**config.mk**
```make
export PLATFORM = sky130hd
export DESIGN_NAME = msrv32_instr_fetch
export DESIGN_NICKNAME = d
export VERILOG_FILES = /design/src/rtl/msrv32_instr_fetch.sv
export SDC_FILE = /design/constraint.sdc
export NUM_CORES = 1
export LEC_CHECK = 0
export BUFFER_PORTS_ARGS = -buffer_cell sky130_fd_sc_hd__buf_4
export CAP_MARGIN = 20
export CORE_MARGIN = 4
export CORE_UTILIZATION = 49
export DETAILED_ROUTE_END_ITERATION = 7
export PLACE_DENSITY = 0.8
export SYNTH_ARGS = -nofsm -noshare
export SYNTH_HDL_FRONTEND = slang
export SYNTH_SLANG_ARGS = --single-unit
```
**constraint.sdc**
```tcl
create_clock -name clk_in -period 2.5 [get_ports clk_in]
set_clock_uncertainty 0.15 [all_clocks]
set_input_delay 0.25 -clock clk_in [delete_from_list [all_inputs] [get_ports clk_in]]
set_output_delay 0.25 -clock clk_in [all_outputs]
set_load 0.005 [all_outputs]
```
**src/rtl/msrv32_instr_fetch.sv**
```systemverilog
// Instruction-fetch reader: one outstanding word request, buffers the returned
// instruction with its PC for decode, holds under stall, drops on flush.
`timescale 1ns/1ps
module msrv32_instr_fetch #(
  parameter logic [31:0] boot_address = 32'h0000_0000
) (
  input  logic        clk_in,
  input  logic        rst_in,
  input  logic [31:0] pc_in,
  input  logic        flush_in,
  input  logic        stall_in,
  output logic        imem_req_out,
  output logic [31:0] imem_addr_out,
  input  logic        imem_gnt_in,
  input  logic        imem_rvalid_in,
  input  logic [31:0] imem_rdata_in,
  output logic [31:0] instr_out,
  output logic [31:0] instr_pc_out,
  output logic        instr_valid_out,
  output logic        misaligned_out,
  output logic        pc_advance_out
);

  localparam int unsigned XLEN = 32;
  localparam logic [XLEN-1:0] NOP = 32'h0000_0013;

  typedef enum logic [1:0] {REQ_S, WAIT_S, HOLD_S} state_t;

  state_t          state_q, state_d;
  logic            drop_q, drop_d;
  logic [XLEN-1:0] req_pc_q, req_pc_d;
  logic [XLEN-1:0] instr_d, instr_pc_d;
  logic            valid_d, mis_d;
  logic            req_c, adv_c;

  // State and presentation registers
  always_ff @(posedge clk_in) begin
    if (!rst_in) begin
      state_q         <= REQ_S;
      drop_q          <= 1'b0;
      req_pc_q        <= '0;
      instr_out       <= NOP;
      instr_pc_out    <= boot_address;
      instr_valid_out <= 1'b0;
      misaligned_out  <= 1'b0;
    end else begin
      state_q         <= state_d;
      drop_q          <= drop_d;
      req_pc_q        <= req_pc_d;
      instr_out       <= instr_d;
      instr_pc_out    <= instr_pc_d;
      instr_valid_out <= valid_d;
      misaligned_out  <= mis_d;
    end
  end

  // Next-state, next-register and request/advance strobes
  always_comb begin
    state_d    = state_q;
    drop_d     = drop_q;
    req_pc_d   = req_pc_q;
    instr_d    = instr_out;
    instr_pc_d = instr_pc_out;
    valid_d    = instr_valid_out;
    mis_d      = misaligned_out;
    req_c      = 1'b0;
    adv_c      = 1'b0;

    unique case (state_q)
      REQ_S: begin
        if (!flush_in) begin
          if (pc_in[1:0] == 2'b00) begin
            req_c = 1'b1;
            if (imem_gnt_in) begin
              req_pc_d = pc_in;
              drop_d   = flush_in;
              state_d  = WAIT_S;
            end
          end else begin
            // Misaligned PC becomes a presented fault entry with no bus traffic
            instr_d    = NOP;
            instr_pc_d = pc_in;
            mis_d      = 1'b1;
            valid_d    = 1'b1;
            state_d    = HOLD_S;
          end
        end
      end
      WAIT_S: begin
        if (flush_in) drop_d = 1'b1;
        if (imem_rvalid_in) begin
          if (drop_q || flush_in) begin
            drop_d  = 1'b0;
            state_d = REQ_S;
          end else begin
            instr_d    = imem_rdata_in;
            instr_pc_d = req_pc_q;
            mis_d      = 1'b0;
            valid_d    = 1'b1;
            state_d    = HOLD_S;
          end
        end
      end
      HOLD_S: begin
        if (flush_in) begin
          valid_d = 1'b0;
          mis_d   = 1'b0;
          state_d = REQ_S;
        end else if (!stall_in) begin
          adv_c   = 1'b1;
          valid_d = 1'b0;
          state_d = REQ_S;
        end
      end
      default: state_d = REQ_S;
    endcase
  end

  assign imem_req_out   = req_c & rst_in;
  assign pc_advance_out = adv_c & rst_in;
  assign imem_addr_out  = {pc_in[31:2], 2'b00};

endmodule

```
* After elaboration in Yosys (flattened, before gate mapping)
Cells that the tools add are included.
Operators by class: bitwise logic cells 3, multiplexer cells 42, equal/unequal tests 11, reductions and logical operators 11
Operator list (count):
- $mux W32 | 8
- $pmux W32 S2 | 2
- $mux W1 | 21
- $mux W2 | 7
- $ne A2 B2 Y1 const B | 7
- $reduce_and A4 Y1 | 3
- $reduce_and A6 Y1 | 2
- $ne A3 B3 Y1 const B | 2
- $pmux W1 S3 | 2
- $pmux W2 S3 | 1
- $reduce_and A5 Y1 | 1
- $logic_not A2 Y1 | 2
- $reduce_bool A3 Y1 | 1
- $and A1 B1 Y1 | 2
- $eq A2 B1 Y1 const B | 1
- $eq A2 B2 Y1 const B | 1
- $pmux W1 S2 | 1
- $reduce_bool A2 Y1 | 1
- $logic_or A1 B1 Y1 | 1
- $not A1 Y1 | 1
Storage, ports and cells: output and inout bits 100, flip-flop bits (word level) 101, logic and storage cells 74, input bits 70

* Longest topological paths before layout
Gate-level depths: netlist of run 1.
depth in word-level cells 5, mapped depth 9, mapped depth without buffers 6

* Worst setup path after synthesis of run 1
Ideal clock, no wire load.
kind flip-flop to flip-flop, from reg state_q[0], to reg req_pc_q[11], path slack 0.331 ns, required time 2.218 ns, path buffers 3, data arrival time 1.887 ns, setup time 0.132 ns, cell stages (with the launch flop) 10, clock period less this slack 2.169 ns, cell sequence dfxtp_1 inv_1 ha_1 or3b_1 buf_2 or3b_1 buf_2 buf_6 nand2_2 a21oi_1
Between the ends: word-level cells in the longest chain between the ends 2
RTL lines:
- start: declaration | line 29 | state_t state_q, state_d;
- start signal: assignment | line 47 | state_q <= state_d;
- $logic_not A2 Y1 | line 69 | unique case (state_q)
- $reduce_and A4 Y1 (no source line)
- end signal: assignment | line 49 | req_pc_q <= req_pc_d;
- end: declaration | line 31 | logic [XLEN-1:0] req_pc_q, req_pc_d;
Every way passes these cells. A chain may end at the register's enable or synchronous reset.

* Final worst setup path of run 1
from reg state_q[1], to reg req_pc_q[0]
The elaborated chain is that of the path after synthesis.

==> results.json, run 1 <==
{
  "status": "finished, final reports clean",
  "synthToLayoutAreaGrowth_pct": 36.5,
  "wl_per_cell_um": 16.4,
  "fmax_mhz": 421,
  "synth-edff-count": 0,
  "syn_inst": 513,
  "vias": 4320,
  "critPathRequiredTime_ns": 2.60,
  "diodes": 0,
  "grt-ovfl-total": 0,
  "coreArea_um2": 8810,
  "h-tree-depth": 3,
  "power_leakage_nw": 2.44,
  "synth_area_leaders": "dfxtp_1 (45%), a21oi_1 (11%), mux2i_1 (7.4%)",
  "period_share_pct": 95.1,
  "antenna_found_initial": 0,
  "yosys_warnings": 0,
  "min_path_type": "in2reg",
  "port_buffers": 167,
  "routed_via_density": 5.56,
  "io_pins": 170,
  "cts-root-buf": "clkbuf_8",
  "fin_area_um2": 6120,
  "seqCellArea_um2": 2020,
  "tns_ns": 0,
  "worst-setup-path-type": "reg2reg",
  "ys_seq_elements": 101,
  "drt_iter0_drc": 242,
  "routed_wl_um": 12800,
  "rsz0062_at_grt": "no",
  "timing.critical_path.fanout_max": 10,
  "drc_errors": 0,
  "worstMarginPinSlew_ns": 0.606,
  "async_reset_ff_share_pct": 0,
  "cts_tree": "done",
  "synth_flop_cell": "dfxtp_1",
  "dp_cells": 731,
  "clk_pin_slew_ns": 0.10,
  "cts_buffers": 9,
  "drt_pass1_iterations": 5,
  "dieArea_um2": 10700,
  "power_frac_clock_pct": 24.9,
  "cp_data_arrival_time_ns": 2.48,
  "yosysMostFrequentCell": "dfxtp_1",
  "die_w_um": 104,
  "internal_power_mw": 2.87,
  "p_seq_share_pct": 44.7,
  "hold_viol": 0,
  "synth_cell_type_count": 35,
  "crit_chain": "inv_2, ha_2, or3b_1, buf_4, or3b_2, buf_4, and3_1",
  "grt_util_all_layers_pct": 22.8,
  "cpPeakStageDelay_ns": 0.49,
  "initial_core_util_pct": 50.9,
  "synth_area_per_cell_um2": 8.74,
  "nets": 740,
  "power.density_nw_per_um2": 687,
  "ys_top_cells_by_count": "dfxtp_1 (101), a21oi_1 (96), nand2_1 (43)",
  "setup_viol": 0,
  "crit_slowest_cell": "or3b_2",
  "comb_power_share_pct": 30.4,
  "grt_pass1_vias": 4189,
  "yosysTopAreaCell": "dfxtp_1",
  "startpoint_type": "flip-flop",
  "final_antenna_net_count": 0,
  "dp_hpwl_um": 8520,
  "cp-end-kind": "flip-flop",
  "row_count": 34,
  "grt_max_degree": 49,
  "grt_pass1_wl_um": 20600,
  "synthesis.area_um2": 4490,
  "drive_gt1_share_pct": 35.1,
  "stdcell_count": 777,
  "max_slew_margin_pct": 59.5,
  "clock_latency_ns": 0.36,
  "fillers": 654,
  "placed_area_um2": 5610,
  "maxSlewViolCount": 0,
  "p_sw_share_pct": 31.9,
  "synth_top_area_share_pct": 45.1,
  "place_congestion": 0.804,
  "seq_area_frac_synth_pct": 45.1,
  "cts.sinks": 101,
  "clock_path_buffers": 2,
  "power.net_switching_mw": 1.34,
  "cap_viol_max_count": 0,
  "die_height_um": 104,
  "crit_path_frequent_cell": "buf_4",
  "fin_crit_ns": 2.38,
  "max-vdd-ir-drop_mv": 0.517,
  "multi_input_area_um2": 2010,
  "p_total_mw": 4.21
}
## cell usage in the layout (no fill, tap or decap), types with 4 or more instances in the layout
master and n:
mux2i_1 33, a21oi_1 96, dlygate4sd3_1 30, buf_4 188
clkbuf_8 10, o21ai_0 35, dfxtp_1 101, a211oi_1 34
nand2_1 43, nand2_2 20, nand4_1 29, ha_1 4
## flip-flops by register name, summed over array words and instances (netlist names)
name / cells
instr_out: 32
misaligned_out: 1
instr_pc_out: 32
state_q: 2
req_pc_q: 32
instr_valid_out: 1
drop_q: 1
## final timing paths
kind                                                from                         to  slack, ns  cells past startpoint
worst max-delay path             state_q[1]$_SDFFE_PN0P_   req_pc_q[0]$_SDFFE_PN0P_       0.12                      7
worst min-delay path                    imem_rdata_in[2]  instr_out[2]$_SDFFE_PN0P_      0.006                      3
worst max register to register   state_q[1]$_SDFFE_PN0P_   req_pc_q[0]$_SDFFE_PN0P_       0.12                      7
worst min register to register  req_pc_q[2]$_SDFFE_PN0P_   req_pc_q[2]$_SDFFE_PN0P_       0.31                      2
## power groups by stage
stage	logic (mW)	registers, mW	clock network (mW)
after floorplan	0.679	1.91	0
after global placement	1.19	1.91	0
after detailed placement	1.22	1.91	0
after CTS	1.27	1.88	1.06
after global routing	1.40	1.90	1.14
final	1.28	1.88	1.05
## cell families (layout without fill, tap and decap cells)
group	Yosys count	after routing	synth area share [%]
AOI/OAI and AO/OA	171	171	21.4
and+or+nand+nor	115	115	13.7
DFF	101	101	45.1
buffers and inverters	86	241	10.7
muxes	33	33	7.36
adders and majority gates	6	6	1.67
other	1	2	0.0836
## timing repair
action	in CTS	in global routing
hold buffers	29	1
gates resized for setup	1	3
endpoints found under the setup margin	9	22
hold endpoints to repair	31	1
setup buffers	0	0
## metal layers
| layer | track usage, % | part of all wire, % | vias up |
|---|---|---|---|
| li1 | - | - | 2093 |
| met1 | 29.1 | 43 | 2005 |
| met3 | 4.48 | 5.7 | 37 |
| met4 | 9.40 | 3.2 | 0 |
| met5 | 0 | 0 | - |
| met2 | 37.9 | 48 | 185 |
## layout make-up
cell class / instances / area share [%]
inverters: 5 / 0.306
well taps: 108 / 2.21
clock buffers: 10 / 2.25
flip-flops and latches: 101 / 33.0
clock inverters: 6 / 1.00
repair buffers: 220 / 28.5
multi-input cells: 327 / 32.8
## per-stage QoR
step                      hold slack (ns)  utilization (%)  setup slack, ns
after floorplan                     0.176                -            0.331
final                             0.00610             69.6            0.122
after global routing             0.000867             69.6           0.0486
after CTS                        0.000115             69.4           0.0227
after global placement              0.291             63.8            0.138
after detailed placement            0.298             63.8           0.0290
## critical path, delay by kind of cell, from the launching register on
family / cells / cell delay [ns]
simple gates: 3 / 1.07
buf+inv: 3 / 0.49
flops: 1 / 0.36
fa+ha+maj: 1 / 0.22
(Power assumes the default switching activity.)
==> run 2: changes to the inputs <==
--- a/config.mk
+++ b/config.mk
@@ -10,7 +10,9 @@
 export CORE_MARGIN = 4
 export CORE_UTILIZATION = 49
 export DETAILED_ROUTE_END_ITERATION = 7
+export MAX_ROUTING_LAYER = met4
 export PLACE_DENSITY = 0.8
 export SYNTH_ARGS = -nofsm -noshare
 export SYNTH_HDL_FRONTEND = slang
 export SYNTH_SLANG_ARGS = --single-unit
+export TNS_END_PERCENT = 50
==> run 2 against run 1 <==
- first-iteration DRC count down 2.9%
- setup slack worse by 0.0018 ns
- core utilization unchanged
- via count down 0.86%
- worst hold slack better by 0.0031 ns
==> results.json, run 2 (synthesized netlist as in run 1, its figures left out) <==
{
  "startpoint_type": "flip-flop",
  "period_share_pct": 95.2,
  "h-tree-depth": 3,
  "final_common_cell": "buf_4",
  "die_height_um": 104,
  "row_count": 34,
  "die_w_um": 104,
  "drt_iter0_drc": 235,
  "hold_viol": 0,
  "antenna_found_initial": 0,
  "cp-end-kind": "flip-flop",
  "final_cell_mix": "buf_4 (188), dfxtp_1 (101), a21oi_1 (96), nand2_1 (43), o21ai_0 (35)",
  "power.net_switching_mw": 1.34,
  "grt_util_all_layers_pct": 23.5,
  "critPathRequiredTime_ns": 2.60,
  "place_congestion": 0.815,
  "grt_pass1_wl_um": 20700,
  "nets": 740,
  "grt_pass1_vias": 4187,
  "postCtsSetupBuffers": 0,
  "fin_crit_ns": 2.38,
  "max-vdd-ir-drop_mv": 0.518,
  "io_pins": 170,
  "power_leakage_nw": 2.44,
  "diodes": 0,
  "timing.critical_path.fanout_max": 10,
  "rsz0062_at_grt": "no",
  "worstMarginPinSlew_ns": 0.602,
  "routed_wl_um": 12600,
  "status": "finished, final reports clean",
  "initial_core_util_pct": 50.9,
  "stdcell_count": 777,
  "dp_hpwl_um": 8520,
  "worst-setup-path-type": "reg2reg",
  "cap_viol_max_count": 0,
  "rrSetupSlack_ns": 0.12,
  "cts_tree": "done",
  "clock_path_buffers": 2,
  "port_buffers": 167,
  "dp_cells": 731,
  "p_sw_share_pct": 31.8,
  "fmax_mhz": 420,
  "comb_power_share_pct": 30.4,
  "wl_per_cell_um": 16.3,
  "min_path_type": "in2reg",
  "setup_viol": 0,
  "holdPathStages": 3,
  "power_frac_clock_pct": 24.9,
  "top_regs": "instr_out: 32 flops, instr_pc_out: 32 flops, req_pc_q: 32 flops",
  "dieArea_um2": 10700,
  "routed_via_density": 5.51,
  "cts.sinks": 101,
  "vias": 4283,
  "internal_power_mw": 2.87,
  "cts-root-buf": "clkbuf_8",
  "final_antenna_net_count": 0,
  "cp_data_arrival_time_ns": 2.48,
  "power.density_nw_per_um2": 686,
  "clock_latency_ns": 0.35,
  "p_total_mw": 4.20,
  "cts_buffers": 9,
  "drive_gt1_share_pct": 35.1,
  "r2r_cells": 7,
  "clk_pin_slew_ns": 0.10,
  "p_seq_share_pct": 44.7,
  "grt-ovfl-total": 0,
  "max_slew_margin_pct": 59.8,
  "coreArea_um2": 8810,
  "synthToLayoutAreaGrowth_pct": 36.5,
  "drt_pass1_iterations": 4,
  "grt_max_degree": 49,
  "drc_errors": 0,
  "tns_ns": 0,
  "maxSlewViolCount": 0
}
==> run 2: cell counts in the layout (fill, tap and decap cells not counted) <==
No cell type changed its count.
==> run 2: power by group through the flow <==
stage	logic (mW)	clock network, mW	registers (mW)
finish	1.28	1.05	1.88
global placement	1.19	0	1.91
detailed placement	1.22	0	1.91
floorplan	0.679	0	1.91
CTS	1.27	1.06	1.88
global route	1.40	1.14	1.90
==> run 2: path summary, 6_finish.rpt <==
path                                               start                        end
worst max-delay path             state_q[1]$_SDFFE_PN0P_   req_pc_q[0]$_SDFFE_PN0P_
worst max register to register   state_q[1]$_SDFFE_PN0P_   req_pc_q[0]$_SDFFE_PN0P_
worst min-delay path                    imem_rdata_in[2]  instr_out[2]$_SDFFE_PN0P_
worst min register to register  req_pc_q[2]$_SDFFE_PN0P_   req_pc_q[2]$_SDFFE_PN0P_
==> run 2: metal layers <==
layer	track usage, %	vias to the layer above	routed length, µm
met1	29.2	1994	5390
met4	9.40	0	384
met3	4.10	33	649
met2	38.1	164	6220
met5	-	-	0
li1	-	2092	-
==> run 2: timing repair <==
item	4_1_cts	5_1_grt
resized for setup	1	3
endpoints found under the setup margin	9	22
endpoints found under the hold margin	31	1
hold buffers	29	1
==> run 2: critical path, stage by stage (launching register included) <==
cell and delay (ns):
dfxtp_1 0.36, inv_2 0.10, ha_2 0.21, or3b_1 0.39, buf_4 0.18, or3b_2 0.49
buf_4 0.21, and3_1 0.19
==> run 2: through the flow <==
stage / hold WS, ns / util [%] / area [µm²] / setup slack, ns
3_5_place_dp: 0.298 / 63.8 / 5610 / 0.0290
5_1_grt: 0.000433 / 69.6 / 6120 / 0.0482
3_3_place_gp: 0.291 / 63.8 / 5610 / 0.138
2_1_floorplan: 0.176 / - / 4490 / 0.331
4_1_cts: 0.000115 / 69.4 / 6110 / 0.0227
6_report: 0.00920 / 69.6 / 6120 / 0.120
==> run 2: area by class of cell <==
cell class | instances | area (µm²)
Multi-Input combinational cell | 327 | 2010
Inverter | 5 | 18.8
Clock inverter | 6 | 61.3
Timing Repair Buffer | 220 | 1740
Tap cell | 108 | 135
Sequential cell | 101 | 2020
Fill cell | 654 | 2680
Clock buffer | 10 | 138
